<file path="config.mk">
export PLATFORM = sky130hd
export DESIGN_NAME = ball_ctrl_flat
export DESIGN_NICKNAME = d
export VERILOG_FILES = /design/src/rtl/ball_ctrl_if.sv /design/src/rtl/ball_ctrl.sv /design/src/flat_wrapper.sv
export SDC_FILE = /design/constraint.sdc
export NUM_CORES = 1
export LEC_CHECK = 0
export ABC_AREA = 1
export BUFFER_PORTS_ARGS = -buffer_cell sky130_fd_sc_hd__buf_2
export CORE_ASPECT_RATIO = 1.75
export CORE_UTILIZATION = 56
export CTS_CLUSTER_SIZE = 10
export DETAILED_ROUTE_END_ITERATION = 6
export PLACE_DENSITY_LB_ADDON = 0.1
export SLEW_MARGIN = 20
export SYNTH_ARGS = -nofsm -noshare
export SYNTH_HDL_FRONTEND = slang
export SYNTH_SLANG_ARGS = --single-unit
</file>
<file path="constraint.sdc">
create_clock -name clk -period 2.7 [get_ports clk]
set_clock_uncertainty 0.05 [all_clocks]
set_input_delay 0.27 -clock clk [delete_from_list [all_inputs] [get_ports clk]]
set_output_delay 0.27 -clock clk [all_outputs]
set_load 0.02 [all_outputs]
</file>
<file path="src/rtl/ball_ctrl_if.sv">
// Signal bundle for one ball controller. The frame, serve and paddle controls go in.
// The ball position, speed and miss events come out.
interface ball_ctrl_if;
   logic       refresh_tick;
   logic       start;
   logic       pause;
   logic [9:0] paddle1_y;
   logic [9:0] paddle2_y;
   logic [9:0] ball_x;
   logic [9:0] ball_y;
   logic [3:0] ball_speed;
   logic       active;
   logic       miss_left;
   logic       miss_right;

   modport master (
      output refresh_tick, start, pause, paddle1_y, paddle2_y,
      input  ball_x, ball_y, ball_speed, active, miss_left, miss_right
   );

   modport slave (
      input  refresh_tick, start, pause, paddle1_y, paddle2_y,
      output ball_x, ball_y, ball_speed, active, miss_left, miss_right
   );
endinterface

</file>
<file path="src/rtl/ball_ctrl.sv">
// Per-ball motion controller: a serve/move/miss FSM that advances the ball once per frame.
// Optional macro BALL_SPIN_EN makes the paddle contact point set the vertical direction on a hit.
module ball_ctrl #(
   parameter int TOP_MARGIN     = 25,
   parameter int BOTTOM_Y       = 472,
   parameter int INIT_X         = 316,
   parameter int INIT_Y         = 248,
   parameter int HITS_PER_LEVEL = 4,
   parameter int MISS_FRAMES    = 60
) (
   input logic        clk,
   input logic        reset,
   ball_ctrl_if.slave bus
);

   localparam int HIT_W  = $clog2(HITS_PER_LEVEL + 1);
   localparam int MISS_W = (MISS_FRAMES > 1) ? $clog2(MISS_FRAMES) : 1;

   localparam logic [10:0] TOP_Y        = 11'(TOP_MARGIN);
   localparam logic [10:0] BOT_Y        = 11'(BOTTOM_Y);
   localparam logic [10:0] LEFT_PAD_X   = 11'd41;
   localparam logic [10:0] LEFT_WALL_X  = 11'd32;
   localparam logic [10:0] RIGHT_PAD_X  = 11'd592;
   localparam logic [10:0] RIGHT_WALL_X = 11'd601;
   localparam logic [10:0] BALL_SIZE    = 11'd7;
   localparam logic [10:0] PAD_SPAN     = 11'd72;
   localparam logic [9:0]  SERVE_X      = 10'(INIT_X);
   localparam logic [9:0]  SERVE_Y      = 10'(INIT_Y);
   localparam logic [3:0]  SPEED_MIN    = 4'd2;
   localparam logic [3:0]  SPEED_MAX    = 4'd5;

   typedef enum logic [1:0] {SERVE, MOVE, MISS} state_t;

   state_t            r_state;
   state_t            w_nextState;

   logic [9:0]        r_ballX;
   logic [9:0]        r_ballY;
   logic [3:0]        r_speed;
   logic [HIT_W-1:0]  r_hitCnt;
   logic [MISS_W-1:0] r_missCnt;
   logic              r_dxRight;
   logic              r_dyDown;
   logic              r_active;
   logic              r_missLeft;
   logic              r_missRight;

   logic [9:0]        w_nxtX;
   logic [9:0]        w_nxtY;
   logic [3:0]        w_nxtSpeed;
   logic [HIT_W-1:0]  w_nxtHitCnt;
   logic [HIT_W-1:0]  w_hitInc;
   logic [MISS_W-1:0] w_nxtMissCnt;
   logic              w_nxtDxRight;
   logic              w_nxtDyDown;
   logic              w_nxtActive;
   logic              w_nxtMissLeft;
   logic              w_nxtMissRight;

   logic [10:0]       w_x;
   logic [10:0]       w_y;
   logic [10:0]       w_s;
   logic [10:0]       w_xLeft;
   logic [10:0]       w_xRight;
   logic [10:0]       w_yDown;
   logic [9:0]        w_yUp;
   logic [10:0]       w_p1Top;
   logic [10:0]       w_p2Top;
   logic              w_moveTick;
   logic              w_missTick;
   logic              w_missDone;
   logic              w_ov1;
   logic              w_ov2;
   logic              w_hitLeft;
   logic              w_hitRight;
   logic              w_hit;
   logic              w_missLeftEv;
   logic              w_missRightEv;

   // Do all geometry in 11 bits so that subtractions near the walls cannot wrap.
   assign w_x      = {1'b0, r_ballX};
   assign w_y      = {1'b0, r_ballY};
   assign w_s      = {7'd0, r_speed};
   assign w_xLeft  = w_x - w_s;
   assign w_xRight = w_x + w_s;
   assign w_yDown  = w_y + w_s;
   assign w_yUp    = r_ballY - {6'd0, r_speed};
   assign w_p1Top  = {1'b0, bus.paddle1_y} + TOP_Y;
   assign w_p2Top  = {1'b0, bus.paddle2_y} + TOP_Y;

   assign w_ov1 = (w_y + BALL_SIZE >= w_p1Top) && (w_y <= w_p1Top + PAD_SPAN);
   assign w_ov2 = (w_y + BALL_SIZE >= w_p2Top) && (w_y <= w_p2Top + PAD_SPAN);

   assign w_hitLeft     = !r_dxRight && (w_x >= LEFT_PAD_X) && (w_xLeft <= LEFT_PAD_X) && w_ov1;
   assign w_missLeftEv  = !r_dxRight && !w_hitLeft && (w_x < LEFT_WALL_X + w_s);
   assign w_hitRight    = r_dxRight && (w_x <= RIGHT_PAD_X) && (w_xRight >= RIGHT_PAD_X) && w_ov2;
   assign w_missRightEv = r_dxRight && !w_hitRight && (w_xRight > RIGHT_WALL_X);
   assign w_hit         = w_hitLeft || w_hitRight;
   assign w_hitInc      = r_hitCnt + HIT_W'(1);

   assign w_moveTick = (r_state == MOVE) && bus.refresh_tick && !bus.pause;
   assign w_missTick = (r_state == MISS) && bus.refresh_tick && !bus.pause;
   assign w_missDone = (r_missCnt == MISS_W'(MISS_FRAMES - 1));

`ifdef BALL_SPIN_EN
   logic [10:0] w_yMid;
   logic [10:0] w_padMid;
   assign w_yMid   = w_y + 11'd4;
   assign w_padMid = (w_hitLeft ? w_p1Top : w_p2Top) + 11'd36;
`endif

   always_ff @(posedge clk) begin
      if (reset) begin
         r_state <= SERVE;
      end else begin
         r_state <= w_nextState;
      end
   end

   always_comb begin
      w_nextState = r_state;
      case (r_state)
         SERVE:   if (bus.start) w_nextState = MOVE;
         MOVE:    if (w_moveTick && (w_missLeftEv || w_missRightEv)) w_nextState = MISS;
         MISS:    if (w_missTick && w_missDone) w_nextState = SERVE;
         default: w_nextState = SERVE;
      endcase
   end

   // Next register values. Motion rules all use the position from before the update.
   always_comb begin
      w_nxtX         = r_ballX;
      w_nxtY         = r_ballY;
      w_nxtSpeed     = r_speed;
      w_nxtHitCnt    = r_hitCnt;
      w_nxtMissCnt   = r_missCnt;
      w_nxtDxRight   = r_dxRight;
      w_nxtDyDown    = r_dyDown;
      w_nxtMissLeft  = 1'b0;
      w_nxtMissRight = 1'b0;
      w_nxtActive    = (w_nextState == MOVE);
      case (r_state)
         MOVE: begin
            if (w_moveTick) begin
               if (r_dyDown) begin
                  if (w_yDown >= BOT_Y) begin
                     w_nxtY      = BOT_Y[9:0];
                     w_nxtDyDown = 1'b0;
                  end else begin
                     w_nxtY = w_yDown[9:0];
                  end
               end else if (w_y < TOP_Y + w_s) begin
                  w_nxtY      = TOP_Y[9:0];
                  w_nxtDyDown = 1'b1;
               end else begin
                  w_nxtY = w_yUp;
               end

               if (w_hitLeft) begin
                  w_nxtX       = LEFT_PAD_X[9:0];
                  w_nxtDxRight = 1'b1;
               end else if (w_missLeftEv) begin
                  w_nxtX        = LEFT_WALL_X[9:0];
                  w_nxtMissLeft = 1'b1;
                  w_nxtMissCnt  = '0;
               end else if (!r_dxRight) begin
                  w_nxtX = w_xLeft[9:0];
               end else if (w_hitRight) begin
                  w_nxtX       = RIGHT_PAD_X[9:0];
                  w_nxtDxRight = 1'b0;
               end else if (w_missRightEv) begin
                  w_nxtX         = RIGHT_WALL_X[9:0];
                  w_nxtMissRight = 1'b1;
                  w_nxtMissCnt   = '0;
               end else begin
                  w_nxtX = w_xRight[9:0];
               end

               if (w_hit) begin
`ifdef BALL_SPIN_EN
                  if (w_yMid < w_padMid) begin
                     w_nxtDyDown = 1'b0;
                  end else if (w_yMid > w_padMid) begin
                     w_nxtDyDown = 1'b1;
                  end
`endif
                  if (w_hitInc == HIT_W'(HITS_PER_LEVEL)) begin
                     w_nxtHitCnt = '0;
                     if (r_speed < SPEED_MAX) w_nxtSpeed = r_speed + 4'd1;
                  end else begin
                     w_nxtHitCnt = w_hitInc;
                  end
               end
            end
         end
         MISS: begin
            // dx is left alone here: after a miss it already points at the player who missed.
            if (w_missTick) begin
               if (w_missDone) begin
                  w_nxtX       = SERVE_X;
                  w_nxtY       = SERVE_Y;
                  w_nxtSpeed   = SPEED_MIN;
                  w_nxtHitCnt  = '0;
                  w_nxtMissCnt = '0;
               end else begin
                  w_nxtMissCnt = r_missCnt + MISS_W'(1);
               end
            end
         end
         default: ;
      endcase
   end

   always_ff @(posedge clk) begin
      if (reset) begin
         r_ballX     <= SERVE_X;
         r_ballY     <= SERVE_Y;
         r_speed     <= SPEED_MIN;
         r_hitCnt    <= '0;
         r_missCnt   <= '0;
         r_dxRight   <= 1'b1;
         r_dyDown    <= 1'b1;
         r_active    <= 1'b0;
         r_missLeft  <= 1'b0;
         r_missRight <= 1'b0;
      end else begin
         r_ballX     <= w_nxtX;
         r_ballY     <= w_nxtY;
         r_speed     <= w_nxtSpeed;
         r_hitCnt    <= w_nxtHitCnt;
         r_missCnt   <= w_nxtMissCnt;
         r_dxRight   <= w_nxtDxRight;
         r_dyDown    <= w_nxtDyDown;
         r_active    <= w_nxtActive;
         r_missLeft  <= w_nxtMissLeft;
         r_missRight <= w_nxtMissRight;
      end
   end

   assign bus.ball_x     = r_ballX;
   assign bus.ball_y     = r_ballY;
   assign bus.ball_speed = r_speed;
   assign bus.active     = r_active;
   assign bus.miss_left  = r_missLeft;
   assign bus.miss_right = r_missRight;

endmodule

</file>
<file path="src/flat_wrapper.sv">
// flat-port wrapper written by rule: the top's interface ports become plain ports
module ball_ctrl_flat 
#(
   parameter int TOP_MARGIN     = 25,
   parameter int BOTTOM_Y       = 472,
   parameter int INIT_X         = 316,
   parameter int INIT_Y         = 248,
   parameter int HITS_PER_LEVEL = 4,
   parameter int MISS_FRAMES    = 60
)
  (clk, reset, bus_refresh_tick, bus_start, bus_pause, bus_paddle1_y, bus_paddle2_y, bus_ball_x, bus_ball_y, bus_ball_speed, bus_active, bus_miss_left, bus_miss_right);
  ball_ctrl_if bus_i ();
  input logic clk;
  input logic reset;
  input wire logic [$bits(bus_i.refresh_tick)-1:0] bus_refresh_tick;
  input wire logic [$bits(bus_i.start)-1:0] bus_start;
  input wire logic [$bits(bus_i.pause)-1:0] bus_pause;
  input wire logic [$bits(bus_i.paddle1_y)-1:0] bus_paddle1_y;
  input wire logic [$bits(bus_i.paddle2_y)-1:0] bus_paddle2_y;
  output wire logic [$bits(bus_i.ball_x)-1:0] bus_ball_x;
  output wire logic [$bits(bus_i.ball_y)-1:0] bus_ball_y;
  output wire logic [$bits(bus_i.ball_speed)-1:0] bus_ball_speed;
  output wire logic [$bits(bus_i.active)-1:0] bus_active;
  output wire logic [$bits(bus_i.miss_left)-1:0] bus_miss_left;
  output wire logic [$bits(bus_i.miss_right)-1:0] bus_miss_right;
  assign bus_i.refresh_tick = bus_refresh_tick;
  assign bus_i.start = bus_start;
  assign bus_i.pause = bus_pause;
  assign bus_i.paddle1_y = bus_paddle1_y;
  assign bus_i.paddle2_y = bus_paddle2_y;
  assign bus_ball_x = bus_i.ball_x;
  assign bus_ball_y = bus_i.ball_y;
  assign bus_ball_speed = bus_i.ball_speed;
  assign bus_active = bus_i.active;
  assign bus_miss_left = bus_i.miss_left;
  assign bus_miss_right = bus_i.miss_right;
  ball_ctrl #(.TOP_MARGIN(TOP_MARGIN), .BOTTOM_Y(BOTTOM_Y), .INIT_X(INIT_X), .INIT_Y(INIT_Y), .HITS_PER_LEVEL(HITS_PER_LEVEL), .MISS_FRAMES(MISS_FRAMES)) u_core (.clk(clk), .reset(reset), .bus(bus_i));
endmodule
</file>
Word level (Yosys, flattened, before mapping). Cells that the tools add are included.

Bits of input ports: 25. Output and inout bits: 27. Register bits after elaboration: 40.

Multiplexer cells: 51. Add/sub/neg operators: 14. Bitwise gates (word level): 3. Equal/unequal tests: 16. Reduce and logical (&&, ||, !) cells: 34. $lt $le $gt $ge: 13.

Operators by type and width (number): $mux W10 (14); $mux W6 (8); $pmux W10 S2 (2); $mux W4 (6); $add A10 B4 Y11 (2); $add A10 B5 Y11 const B (2); $add A11 B7 Y11 const B (2); $ge A11 B11 Y1 (2); $le A10 B11 Y1 (2); $lt A10 B11 Y1 (2); $logic_and A1 B1 Y1 (18); $mux W3 (5); $reduce_and A7 Y1 (2); $pmux W6 S2 (1); $add A10 B3 Y11 const B (1); $ge A11 B10 Y1 const B (1); $ge A11 B9 Y1 const B (1); $gt A11 B10 Y1 const B (1); $le A11 B6 Y1 const B (1); $sub A10 B4 Y11 (1); $ge A10 B6 Y1 const B (1); $le A10 B10 Y1 const B (1); $ne A2 B1 Y1 const B (5); $sub A10 B4 Y10 (1); 29 further kinds (49).

Logic depth before layout (Yosys ltp). Gate-level depths: netlist of run 1.

Word-level depth: 15. Gate-level depth with buffers: 29. Gate-level depth less buffers: 29.

Worst setup path before layout of run 1. No wires, ideal clock.

Path kind: register to register. Start point: register u_core.r_ballY[1] (netlist: u_core.bus.ball_y[1]). End point: register u_core.r_ballX[5] (netlist: u_core.bus.ball_x[5]). Cell stages (with the launch flop): 18. Path slack: -0.409 ns. Required time: 2.525 ns. Data arrival time: 2.934 ns. Library setup time: 0.125 ns. Period minus slack after synthesis: 3.109 ns. Cell sequence: dfxtp_1 inv_1 ha_1 a21oi_1 nand3_1 xor2_1 ha_1 a21o_1 o21ai_0 nand4_1 nand3_1 nor2_2 nand2_2 inv_1 nor2_1 nand3_1 o21ai_0 nand3_1.

Longest elaborated chain between the ends: 14. Elaborated cells between the ends (all ways): 22. Classes of those cells: add/sub (1); order compare (4); mux (7); reduce/logical (10).

RTL lines: start, declared (RTL line ball_ctrl.sv:38) `logic [9:0] r_ballY;`; start signal, assigned (RTL line ball_ctrl.sv:228) `r_ballY <= w_nxtY;`; $add A10 B3 Y11 (RTL line ball_ctrl.sv:91, ball_ctrl.sv:92); $ge A11 B11 Y1 (RTL line ball_ctrl.sv:92) `assign w_ov2 = (w_y + BALL_SIZE >= w_p2Top) && (w_y <= w_p2Top + PAD_SPAN);`; $logic_and A1 B1 Y1 (RTL line ball_ctrl.sv:92); $logic_and A1 B1 Y1 (RTL line ball_ctrl.sv:96) `assign w_hitRight = r_dxRight && (w_x <= RIGHT_PAD_X) && (w_xRight >= RIGHT_PAD_X) && w_ov2;`; $logic_not A1 Y1 (RTL line ball_ctrl.sv:97) `assign w_missRightEv = r_dxRight && !w_hitRight && (w_xRight > RIGHT_WALL_X);`; $logic_and A1 B1 Y1 (2 in a row) (RTL line ball_ctrl.sv:97); $mux W10 (RTL line ball_ctrl.sv:171) `end else if (w_missRightEv) begin`; $mux W10 (RTL line ball_ctrl.sv:168) `end else if (w_hitRight) begin`; $mux W10 (RTL line ball_ctrl.sv:166) `end else if (!r_dxRight) begin`; $mux W10 (RTL line ball_ctrl.sv:162) `end else if (w_missLeftEv) begin`; $mux W10 * (RTL line ball_ctrl.sv:159) `if (w_hitLeft) begin`; $mux W10 * (RTL line ball_ctrl.sv:144) `if (w_moveTick) begin`; $pmux W10 S2 * (RTL line ball_ctrl.sv:142) `case (r_state)`; end signal, assigned (RTL line ball_ctrl.sv:227) `r_ballX <= w_nxtX;`; end, declared (RTL line ball_ctrl.sv:37) `logic [9:0] r_ballX;`.

Mark *: on every way between the ends. The rest lies on a longest branch, timed or not. The select of a mux whose other input is x is not followed. A chain may end at the register's enable or synchronous reset.

Worst setup path in the final report of run 1.
Start point: register u_core.r_ballY[0] (netlist: u_core.bus.ball_y[0]). End point: register u_core.r_ballX[5] (netlist: u_core.bus.ball_x[5]).

Same word-level chain as after synthesis.

==> results.py, run 1 <==
metrics = {
    "logic_synthesis": {
        "postSynth.asyncResetShare": 0,
        "synth_seq_area_share": 0.137,
        "syn-num-nets": 1046,
        "mappedNetlistArea_um2": 5840,
        "synthesis.area_per_instance_um2": 6.22,
        "synth_ff_type": "dfxtp_1",
        "yosys_register_bits": 40,
        "number_of_flops_mapped_to_enable_cells_by_yosys": 0,
        "synth_warnings": 0,
        "synth_cell_type_count": 50,
        "syn-instance-count": 939,
    },
    "final_layout": {
        "finalNetCount": 1237,
        "layout.core_utilization": 0.792,
        "n_antenna_cell": 0,
        "drive_above_1_share": 0.343,
        "post_layout_inst_area_um2": 8110,
        "area_growth_pct": 38.8,
    },
    "worst_setup_path": {
        "timing.critical_path.arrival_ns": 3.09,
        "cell_by_cell_listing_of_the_critical_path": "inv_4 -> ha_4 -> a21oi_4 -> nand3_4 -> nor2_2 -> buf_4 -> ha_1 -> a21oi_1 -> o21a_1 -> nand4_1 -> nand3_1 -> nor2_2 -> nand2_2 -> inv_1 -> nor2_2 -> nand3_1 -> o21ai_1 -> nand3_1",
        "endpoint_kind": "register",
        "max_stage_delay_ns": 0.36,
        "worstSetupStartpointType": "register",
        "worst_ep_required_time_ns": 2.81,
        "timing.critical_path.buf_inv": 3,
        "cpLargestDelayFamily": "simple AND/OR/NAND/NOR gates",
        "timing_worst_setup_path_type": "reg2reg",
        "peak_fanout_along_the_critical_path": 4,
        "slowest_stage": "dfxtp_4",
    },
    "drt": {
        "route.vias.total": 6965,
        "detail_route.wirelength_mm": 20.3,
        "routed_via_density": 5.54,
        "routed_wire_length_per_instance_um": 16.1,
        "drt.antenna.violating_nets": 0,
        "drtPass1Iterations": 7,
        "drcViolationCount": 0,
        "number_of_drc_markers_after_the_initial_detailed_route_iteration": 377,
    },
    "sta": {
        "timing_max_transition_violations_final": 0,
        "fin_crit_sh": 1.10,
        "achievable-frequency_ghz": 0.336,
        "max_slew.worst_pin.slew_ns": 0.609,
        "hold_violations": 0,
        "rsz0062_at_grt": "true",
        "setup_ws_ns": -0.280,
        "max_slew_margin": 0.589,
        "min_period_ns": 2.98,
        "finalSetupViolCount": 36,
    },
    "global_route": {
        "grt_usage": 0.359,
        "grt_overflow": 0,
        "grt_start_max_net_pins": 26,
        "antenna_violations_before_repair": 0,
        "vias_in_the_first_global_route": 6617,
        "grt_first_pass_wirelength_mm": 29.8,
    },
    "clocking": {
        "cts.reportedPaths.clkPinSlew_ns": 0.06,
        "tritoncts": "built",
        "h-tree-depth": 2,
        "clock_insertion_delay_worst_skew_ns": 0.30,
        "cts_hold_buf": 0,
        "cts_max_path_buffers": 2,
        "cts_buffers": 5,
        "clock-root-buffer": "clkbuf_16",
        "numClockSinks": 40,
    },
    "power": {
        "leakage_power_summed_over_all_cells_nw": 4.11,
        "switching_share": 0.417,
        "power.internal_w": 0.00176,
        "part_of_the_total_power_dissipated_in_sequential_elements": 0.223,
        "cellPowerDensity_nw_per_um2": 373,
        "net-switching-power_w": 0.00126,
        "worst_ir_drop_vdd_mv": 0.414,
        "share_clk_of_total_power": 0.231,
        "power_frac_comb": 0.546,
    },
    "floorplanning": {
        "die-width_um": 79.2,
        "io_pins": 52,
        "start_util": 0.571,
        "num_rows": 49,
        "die_height_um": 137,
        "die_area_um2": 10900,
        "core_area_um2": 10200,
    },
    "placement": {
        "dpl_cell_area_um2": 7190,
        "setup_ws_pre_cts_ns": -0.468,
        "final_estimated_routing_congestion_in_global_placement": 0.968,
        "detailedPlacementHpwl_mm": 14.9,
        "port_buffers": 51,
    },
    "min_path": {
        "worst_hold_path_type": "in2reg",
    },
    "status": {
        "violations": "setup timing",
        "status": "finished, violations left",
    },
    "flow_run": {
        "cap_violations": 0,
    },
}
[cells by family (layout without fill, tap and decap cells)]
family	Yosys count	count (layout)	share of synthesized area
AOI/OAI and AO/OA	101	101	0.105
xor gates and xnor gates	37	37	0.0580
adders and majority gates	82	82	0.181
buffers and inverters	141	333	0.0989
DFF	40	40	0.137
and+or+nand+nor	538	538	0.420
[power by group through the flow]
stage	Sequential, W	Clock, W	Combinational [W]
finish	0.000674	0.000697	0.00165
global route	0.000675	0.000720	0.00183
CTS	0.000668	0.000704	0.00147
detailed placement	0.000679	0	0.00140
global placement	0.000679	0	0.00138
floorplan	0.000714	0	0.000880
[flip-flops by register name, summed over array words and instances, names as in the netlist, 2 cells and up]
signal	cells
u_core.bus.ball_x	10
u_core.r_hitCnt	3
u_core.bus.ball_y	10
u_core.r_state	2
u_core.r_missCnt	6
u_core.bus.ball_speed	4
[through the flow]
stage          std cells  total power, W  hold slack, ns  TNS (ns)
2_1_floorplan        939         0.00159           0.406   -0.0123
3_3_place_gp        1233         0.00206           0.420     -9.38
3_5_place_dp        1233         0.00208           0.430    -10.23
4_1_cts             1248         0.00284           0.364     -3.62
5_1_grt             1258         0.00322           0.411    -12.55
6_report            1258         0.00302           0.367     -5.78
[tightest hold or removal path: stages]
cell and delay [ns]:
buf_2 0.09, o21ai_0 0.08, nand2_1 0.12, a21oi_2 0.04, nor2_1 0.07
[layout by cell type, fill, tap and decap left out, drive strengths merged, types with 4 or more instances in the layout]
master / Yosys / layout
xor2: 28 / 28
nor3: 17 / 17
nand4: 18 / 18
clkbuf: 5 / 5
or2: 5 / 5
ha: 78 / 78
inv: 126 / 126
buf: 9 / 198
nand2: 300 / 300
a21oi: 55 / 55
nand3b: 4 / 4
xnor2: 9 / 9
o21ai: 29 / 29
dfxtp: 40 / 40
fa: 4 / 4
nor2: 104 / 104
nand3: 83 / 83
[cells in the mapped netlist, types with 3 or more instances]
library cell,n,share of area
dfxtp_1,40,0.14
nor3_1,16,0.014
nand2_2,17,0.018
o21ai_0,23,0.020
nor4_1,3,0.0032
nand4_1,17,0.018
nand2_4,3,0.0058
o211ai_1,3,0.0039
xnor2_1,9,0.013
nor2_2,10,0.011
xor2_1,26,0.039
a21oi_2,10,0.015
nand3b_1,4,0.0051
or2_2,5,0.0054
nand3_2,7,0.012
o21ai_1,4,0.0034
nand3_1,72,0.062
inv_4,3,0.0032
inv_1,116,0.075
nor2_1,91,0.058
fa_1,4,0.014
a21o_1,3,0.0039
ha_1,78,0.17
buf_2,5,0.0043
inv_2,6,0.0039
a21oi_1,43,0.037
nand3_4,4,0.012
buf_6,4,0.0077
clkbuf_1,5,0.0032
nand2_1,280,0.18
[layer usage]
metal  GRT usage  up-vias  share of wire
met3      0.0353      127          0.042
met5           0        -              0
met1       0.335     3172           0.34
li1            -     3411              -
met4       0.286        0          0.087
met2       0.688      255           0.53
[path summary, 6_finish.rpt]
kind,from,end,slack [ns],cells after the start
hold reg to reg,u_core.r_hitCnt[2],u_core.r_hitCnt[2],0.44,2
setup / recovery,u_core.bus.ball_y[0],u_core.bus.ball_x[5],-0.28,18
hold / removal,bus_start,u_core.r_state[0],0.37,5
setup reg to reg,u_core.bus.ball_y[0],u_core.bus.ball_x[5],-0.28,18
[area by class of cell]
cell class | instances | area (um2)
Sequential cell | 40 | 820
Timing Repair Buffer | 198 | 1390
Inverter | 127 | 499
Fill cell | 776 | 2130
Clock buffer | 5 | 125
Tap cell | 127 | 159
Clock inverter | 3 | 42.5
Multi-Input combinational cell | 758 | 5080
[what timing repair did]
item / CTS / global route
endpoints found under the setup margin: 37 / 40
pin swaps: 29 / 47
resized for setup: 42 / 99
buffers inserted: 7 / 10
hold endpoints to repair: 0 / 0
Note: power is estimated with default switching activity, not from simulation.
==> run 2, diff against run 1 <==
==> constraint.sdc (replaced) <==
create_clock -name clk -period 2.6 [get_ports clk]
set_clock_uncertainty 0.05 [all_clocks]
set_input_delay 0.26 -clock clk [delete_from_list [all_inputs] [get_ports clk]]
set_output_delay 0.26 -clock clk [all_outputs]
set_load 0.02 [all_outputs]
==> results.py, run 2 <==
metrics = {
    "logic_synthesis": {
        "share_of_yosys_cell_area_claimed_by_the_top_area_cell_type": 0.180,
        "postSynth.asyncResetShare": 0,
        "mappedNetlistArea_um2": 5840,
        "synth_warnings": 0,
        "synth_ff_type": "dfxtp_1",
        "yosys_register_bits": 40,
        "synthDominantAreaCellType": "nand2_1",
        "number_of_flops_mapped_to_enable_cells_by_yosys": 0,
        "yosys.cell_count.top_type": "nand2_1",
        "synth_commonest_cells": "nand2_1, inv_1, nor2_1, ha_1, nand3_1",
        "syn-num-nets": 1046,
        "synth_top_cells_by_area": "nand2_1, ha_1, dfxtp_1",
        "synth_cell_type_count": 50,
        "syn-instance-count": 939,
        "synthesis.area_per_instance_um2": 6.22,
        "synth_seq_area_share": 0.137,
    },
    "floorplanning": {
        "io_pins": 52,
        "start_util": 0.571,
        "die-width_um": 79.2,
        "die_height_um": 137,
        "num_rows": 49,
    },
    "clocking": {
        "h-tree-depth": 2,
        "numClockSinks": 40,
        "clock-root-buffer": "clkbuf_16",
        "cts_buffers": 5,
        "cts_max_path_buffers": 2,
    },
    "placement": {
        "detailedPlacementHpwl_mm": 15.8,
        "dpl_cell_area_um2": 7360,
        "placed_cells": 1247,
        "final_estimated_routing_congestion_in_global_placement": 0.994,
        "port_buffers": 51,
    },
    "global_route": {
        "grt_start_max_net_pins": 19,
        "grt_overflow": 1,
        "grt_usage": 0.467,
    },
    "status": {
        "tool.error": "[ERROR GRT-0232] Routing congestion too high. Check the congestion heatmap in the GUI.",
        "status": "did not finish",
        "stop_stage": "global routing (5_1_grt)",
    },
    "sta": {
        "worst-endpoint-pin-kind": "register input",
        "crit_endpoint": "u_core.bus.ball_speed[0]$_SDFFE_PP0P_/D",
    },
}
run 2: cell counts after synthesis:
No cell type changed its count.
run 2: stage by stage:
| step | utilization | worst slack [ns] |
|---|---|---|
| 4_1_cts | 0.770 | -0.358 |
| 3_5_place_dp | 0.719 | -0.604 |
| 3_3_place_gp | 0.719 | -0.524 |
| 2_1_floorplan | - | -0.0419 |
run 2: metal layers:
metal | GRT overflow | global-route usage
met5 | 0 | 0
met4 | 0 | 0.514
met3 | 0 | 0.145
met2 | 1 | 0.791
met1 | 0 | 0.407
run 2: cell families after synthesis:
kind of cell	synth area share
and+or+nand+nor	0.420
xor gates and xnor gates	0.0580
AOI/OAI and AO/OA	0.105
DFF	0.137
adders and majority gates	0.181
buffers and inverters	0.0989
run 2: repair_timing:
action,in CTS
hold buffers,0
setup buffers,13
pin swaps,28
endpoints found under the hold margin,0
gates resized for setup,73
endpoints found under the setup margin,40
==> run 3, diff against run 2 <==
--- a/config.mk
+++ b/config.mk
@@ -7,11 +7,9 @@
 export LEC_CHECK = 0
 export ABC_AREA = 1
 export BUFFER_PORTS_ARGS = -buffer_cell sky130_fd_sc_hd__buf_2
-export CORE_ASPECT_RATIO = 1.75
-export CORE_UTILIZATION = 56
-export CTS_CLUSTER_SIZE = 10
+export CORE_UTILIZATION = 40
 export DETAILED_ROUTE_END_ITERATION = 6
-export PLACE_DENSITY_LB_ADDON = 0.1
+export PLACE_DENSITY_LB_ADDON = 0.15
 export SLEW_MARGIN = 20
 export SYNTH_ARGS = -nofsm -noshare
 export SYNTH_HDL_FRONTEND = slang
==> constraint.sdc (replaced) <==
create_clock -name clk -period 3.38 [get_ports clk]
set_clock_uncertainty 0.05 [all_clocks]
set_input_delay 0.338 -clock clk [delete_from_list [all_inputs] [get_ports clk]]
set_output_delay 0.338 -clock clk [all_outputs]
set_load 0.02 [all_outputs]
==> results.py, run 3 (synthesized netlist as in run 1, its figures left out) <==
metrics = {
    "sta": {
        "hold_violations": 0,
        "fin_crit_sh": 0.913,
        "finalSetupViolCount": 0,
        "max_slew_margin": 0.597,
        "rsz0062_at_grt": "true",
        "achievable-frequency_ghz": 0.324,
        "timing_max_transition_violations_final": 0,
        "max_slew.worst_pin.slew_ns": 0.598,
        "min_period_ns": 3.09,
    },
    "worst_setup_path": {
        "timing.reg2reg.worst_path_depth": 19,
        "peak_fanout_along_the_critical_path": 6,
        "timing_worst_setup_path_type": "reg2reg",
        "r2r-start": "u_core.bus.ball_y[1]",
        "worstSetupStartpointType": "register",
        "timing.critical_path.arrival_ns": 3.20,
        "endpoint_kind": "register",
        "critical_path.startpoint": "u_core.bus.ball_y[1]",
        "worst_ep_required_time_ns": 3.49,
    },
    "drt": {
        "routed_wire_length_per_instance_um": 14.0,
        "drcViolationCount": 2,
        "drtPass1Iterations": 7,
        "routed_via_density": 4.95,
        "detail_route.wirelength_mm": 16.7,
        "route.vias.total": 5909,
        "number_of_drc_markers_after_the_initial_detailed_route_iteration": 387,
        "drt.antenna.violating_nets": 0,
    },
    "final_layout": {
        "area_growth_pct": 13.9,
        "layoutNonFillerInstCount": 1193,
        "layout.core_utilization": 0.474,
        "finalNetCount": 1119,
        "most-common-layout-cells": "nand2_1, inv_1, nor2_1",
        "n_antenna_cell": 0,
        "final_common_cell": "nand2_1",
        "drive_above_1_share": 0.170,
        "fillCellCount": 1523,
        "post_layout_inst_area_um2": 6660,
    },
    "clocking": {
        "h-tree-depth": 2,
        "cts_buffers": 5,
        "tritoncts": "built",
        "cts.reportedPaths.clkPinSlew_ns": 0.06,
        "cts_max_path_buffers": 2,
        "clock-root-buffer": "clkbuf_16",
        "cts_hold_buf": 0,
        "clock_insertion_delay_worst_skew_ns": 0.29,
        "numClockSinks": 40,
    },
    "status": {
        "violations": "DRC",
        "status": "finished, violations left",
    },
    "flow_run": {
        "cap_violations": 0,
    },
    "placement": {
        "placed_cells": 1184,
        "detailedPlacementHpwl_mm": 13.7,
        "dpl_cell_area_um2": 6450,
        "final_estimated_routing_congestion_in_global_placement": 0.925,
        "port_buffers": 51,
    },
    "power": {
        "worst_ir_drop_vdd_mv": 0.192,
        "leakage_power_summed_over_all_cells_nw": 3.46,
        "cellPowerDensity_nw_per_um2": 311,
    },
    "global_route": {
        "grt_first_pass_wirelength_mm": 26.9,
        "antenna_violations_before_repair": 0,
        "grt_start_max_net_pins": 27,
        "vias_in_the_first_global_route": 5389,
        "grt_overflow": 0,
        "grt_usage": 0.228,
    },
    "floorplanning": {
        "die_height_um": 123,
        "num_rows": 43,
        "start_util": 0.416,
        "core_area_um2": 14000,
        "die_area_um2": 15100,
        "die-width_um": 123,
        "io_pins": 52,
    },
    "min_path": {
        "holdCritStartpoint": "bus_start",
        "min_path_cells": 5,
        "worst_hold_path_type": "in2reg",
    },
}
[run 3: stage by stage]
stage,total power (W),setup TNS (ns),setup WS [ns],hold slack [ns]
after detailed placement,0.00152,0,0.0651,0.423
after CTS,0.00207,0,0.203,0.397
final,0.00207,0,0.294,0.393
after global routing,0.00224,-0.0393,-0.0266,0.458
after global placement,0.00153,0,0.0829,0.421
after floorplan,0.00127,0,0.271,0.406
[run 3: layout make-up]
class / instances / area (um2) / share of cell area
Multi-Input combinational cell: 758 / 4510 / 0.677
Clock inverter: 2 / 35.0 / 0.00526
Sequential cell: 40 / 801 / 0.120
Inverter: 127 / 489 / 0.0735
Tap cell: 180 / 225 / 0.0338
Clock buffer: 6 / 129 / 0.0194
Timing Repair Buffer: 80 / 473 / 0.0710
[run 3: critical path: stages, from the launching register on]
cell	delay, ns
dfxtp_1	0.33
inv_1	0.08
ha_1	0.22
a21oi_2	0.21
nand3_1	0.16
nor2_1	0.24
ha_1	0.30
a21o_1	0.19
nor2_1	0.11
nand4_1	0.16
nand2_1	0.13
a21oi_2	0.05
nand3_4	0.13
nand2_2	0.10
nor2_4	0.19
nand2_1	0.07
nand2_1	0.06
nand2_1	0.04
o21ai_1	0.06
nand2_1	0.06
[run 3: path summary, 6_finish.rpt]
kind / end / slack, ns
hold reg to reg: u_core.r_hitCnt[2] / 0.43
hold / removal: u_core.r_state[0] / 0.39
setup / recovery: u_core.bus.ball_x[4] / 0.29
setup reg to reg: u_core.bus.ball_x[4] / 0.29
[run 3: what timing repair did]
action | CTS | global route
setup buffers | 0 | 1
resized for setup | 0 | 8
hold endpoints to repair | 0 | 0
endpoints found under the setup margin | 0 | 16
[run 3: routing by layer]
layer,global-route usage,up-vias,share of wire
li1,-,3169,-
met5,0,-,0
met4,0.0389,0,0.0066
met1,0.313,2592,0.49
met3,0.0279,10,0.048
met2,0.386,138,0.46
[run 3: where the power goes]
part	internal [W]	total, W	leakage (nW)	switching [W]
Clock	0.000348	0.000549	0.0808	0.000202
Sequential	0.000499	0.000541	0.326	0.0000418
Combinational	0.000368	0.000983	3.05	0.000615
==> run 4, diff against run 3 <==
--- a/config.mk
+++ b/config.mk
@@ -5,11 +5,10 @@
 export SDC_FILE = /design/constraint.sdc
 export NUM_CORES = 1
 export LEC_CHECK = 0
-export ABC_AREA = 1
 export BUFFER_PORTS_ARGS = -buffer_cell sky130_fd_sc_hd__buf_2
 export CORE_UTILIZATION = 40
 export DETAILED_ROUTE_END_ITERATION = 6
-export PLACE_DENSITY_LB_ADDON = 0.15
+export PLACE_DENSITY = 0.59
 export SLEW_MARGIN = 20
 export SYNTH_ARGS = -nofsm -noshare
 export SYNTH_HDL_FRONTEND = slang
==> results.py, run 4 <==
metrics = {
    "status": {
        "status": "finished, violations left",
        "violations": "setup timing",
    },
    "worst_setup_path": {
        "timing.critical_path.arrival_ns": 3.93,
        "worstSetupStartpointType": "primary input",
        "regToRegSetupSlack_ns": -0.38,
        "r2r-start": "u_core.bus.ball_y[0]",
        "endpoint_kind": "register",
        "peak_fanout_along_the_critical_path": 5,
        "timing_worst_setup_path_type": "in2reg",
        "crit-reg2reg-capture": "u_core.bus.ball_speed[0]",
        "timing.reg2reg.worst_path_depth": 14,
        "worst_ep_required_time_ns": 3.55,
    },
    "sta": {
        "fin_crit_sh": 1.11,
        "timing_max_transition_violations_final": 0,
        "achievable-frequency_ghz": 0.266,
        "finalSetupViolCount": 29,
        "min_period_ns": 3.76,
        "setup_ws_ns": -0.380,
        "max_slew_margin": 0.570,
        "hold_violations": 0,
        "max_slew.worst_pin.slew_ns": 0.639,
        "rsz0062_at_grt": "true",
    },
    "logic_synthesis": {
        "synth_xor_area_frac": 0.0744,
        "synth_ff_type": "dfxtp_1",
        "synth_top_family_by_area": "compound AO/OA/AOI/OAI gates",
        "yosys_register_bits": 40,
        "yosys.cell_count.top_type": "ha_1",
        "syn-instance-count": 740,
        "synth_warnings": 0,
        "yosys.area_share.simple": 0.232,
        "share_of_yosys_cell_area_claimed_by_the_top_area_cell_type": 0.174,
        "synth_seq_area_share": 0.143,
        "mappedNetlistArea_um2": 5610,
        "postSynth.asyncResetShare": 0,
        "muxShareOfSynthArea": 0.0147,
        "synth_cell_type_count": 86,
        "synth_compound_gate_area_share": 0.286,
        "synthesis.area_per_instance_um2": 7.59,
        "synth_top_cells_by_area": "ha_1, dfxtp_1, xnor2_1",
        "arithmetic_cell_share_of_the_synthesized_area_counting_full_adders_half_adders_and_majority_gates": 0.188,
        "synthDominantAreaCellType": "ha_1",
        "synth_commonest_cells": "ha_1, nand2_1, inv_1, nor2_1, a21oi_1",
        "syn-num-nets": 847,
        "number_of_flops_mapped_to_enable_cells_by_yosys": 0,
    },
    "drt": {
        "drcViolationCount": 0,
        "route.vias.total": 6576,
        "drtPass1Iterations": 5,
        "detail_route.wirelength_mm": 20.0,
        "number_of_drc_markers_after_the_initial_detailed_route_iteration": 456,
        "routed_wire_length_per_instance_um": 17.5,
        "drt.antenna.violating_nets": 0,
        "routed_via_density": 5.76,
    },
    "clocking": {
        "tritoncts": "built",
        "clock-root-buffer": "clkbuf_16",
        "cts.reportedPaths.clkPinSlew_ns": 0.06,
        "numClockSinks": 40,
        "cts_max_path_buffers": 2,
        "clock_insertion_delay_worst_skew_ns": 0.29,
        "h-tree-depth": 2,
        "cts_buffers": 5,
        "cts_hold_buf": 0,
    },
    "placement": {
        "final_estimated_routing_congestion_in_global_placement": 0.917,
        "port_buffers": 51,
        "placed_cells": 1098,
        "detailedPlacementHpwl_mm": 15.0,
    },
    "min_path": {
        "hold_end": "u_core.bus.active",
        "worst_hold_path_type": "in2reg",
        "min_path_cells": 3,
        "holdCritStartpoint": "bus_start",
    },
    "global_route": {
        "grt_first_pass_wirelength_mm": 31.7,
        "antenna_violations_before_repair": 0,
        "vias_in_the_first_global_route": 6312,
        "grt_overflow": 0,
        "grt_start_max_net_pins": 24,
        "grt_usage": 0.273,
    },
    "floorplanning": {
        "num_rows": 42,
        "die-width_um": 120,
        "die_height_um": 120,
        "io_pins": 52,
        "start_util": 0.417,
        "die_area_um2": 14500,
        "core_area_um2": 13500,
    },
    "final_layout": {
        "layout.core_utilization": 0.615,
        "finalNetCount": 1072,
        "final_common_cell": "buf_4",
        "most-common-layout-cells": "buf_4, ha_1, nand2_1",
        "layoutNonFillerInstCount": 1142,
        "area_growth_pct": 47.3,
        "fillCellCount": 1193,
        "drive_above_1_share": 0.386,
        "n_antenna_cell": 0,
    },
    "flow_run": {
        "cap_violations": 0,
    },
    "power": {
        "cellPowerDensity_nw_per_um2": 277,
        "worst_ir_drop_vdd_mv": 0.188,
        "leakage_power_summed_over_all_cells_nw": 3.59,
    },
}
## run 4: cell types whose count changed after synthesis, sizes merged, moves of 11 or more
cell / before / now
clkbuf: 5 / 23
nand2b: 0 / 12
a31oi: 1 / 15
o21ai: 29 / 44
xnor2: 9 / 28
nand3: 83 / 27
or3: 0 / 12
inv: 126 / 52
nand2: 300 / 57
a211oi: 1 / 14
nor2: 104 / 52
nor2b: 0 / 11
## run 4: kinds of logic (layout without fill, tap and decap cells)
kind of cell	after synthesis	count (layout)
simple gates	251	251
xor+xnor	46	46
flops	40	40
buf+inv	85	310
fa+ha+maj	82	82
mux	8	8
compound gates	228	229
## run 4: worst max-delay path by stage
stage,startpoint,end,slack (ns),cells past startpoint
after floorplan,u_core.bus.ball_y[1],u_core.bus.ball_speed[0],-0.34,16
after global placement,bus_paddle1_y[0],u_core.bus.ball_speed[0],-0.60,16
after detailed placement,bus_paddle1_y[0],u_core.r_missCnt[4],-0.72,16
after CTS,u_core.bus.ball_y[1],u_core.bus.ball_speed[0],-0.34,16
after global routing,u_core.bus.ball_y[0],u_core.bus.ball_speed[0],-0.49,14
final,bus_paddle1_y[0],u_core.r_missCnt[1],-0.38,17
## run 4: metal layers
layer,global-route usage,share of wire
met1,0.378,0.46
met2,0.454,0.47
met3,0.0274,0.055
met4,0.0656,0.014
met5,0,0
## run 4: layout make-up
| cell class | instances | area, um2 | area share |
|---|---|---|---|
| Clock buffer | 7 | 164 | 0.0198 |
| Clock inverter | 1 | 8.76 | 0.00106 |
| Inverter | 52 | 200 | 0.0242 |
| Multi-Input combinational cell | 616 | 5030 | 0.609 |
| Sequential cell | 40 | 813 | 0.0984 |
| Tap cell | 176 | 220 | 0.0266 |
| Timing Repair Buffer | 250 | 1830 | 0.221 |
## run 4: power breakdown
group,total (W),switching [W],internal (W)
logic,0.00122,0.000630,0.000589
clock network,0.000555,0.000214,0.000341
registers,0.000512,0.0000219,0.000490
## run 4: metrics by stage
step                      area (um2)  setup WS [ns]  setup TNS (ns)  hold WS, ns  power, W
after floorplan                 5780         -0.336           -2.10        0.403   0.00115
after global placement          7320         -0.604          -12.78        0.423   0.00153
after detailed placement        7320         -0.718          -15.42        0.440   0.00156
after CTS                       8030         -0.344           -4.37        0.326   0.00222
after global routing            8270         -0.494          -10.39        0.343   0.00242
final                           8270         -0.380           -6.98        0.329   0.00229
## run 4: repair_timing
item                                    CTS  global route
endpoints found under the hold margin     0             0
pin swaps                                57            14
endpoints found under the setup margin   29            31
resized for setup                        59            41
cloned                                    1             0
buffers inserted                         35             5
## run 4: critical path, stage by stage
cell and delay (ns):
buf_8 0.10, ha_4 0.15, a211o_1 0.35, nand2_2 0.14
xor2_4 0.22, a21boi_4 0.24, xnor2_1 0.10, ha_1 0.30
nand4_1 0.16, a31oi_2 0.25, a2111oi_4 0.06, a2111oi_4 0.51
nor4_4 0.14, buf_4 0.17, a21o_4 0.22, or3_1 0.36
a21oi_2 0.12
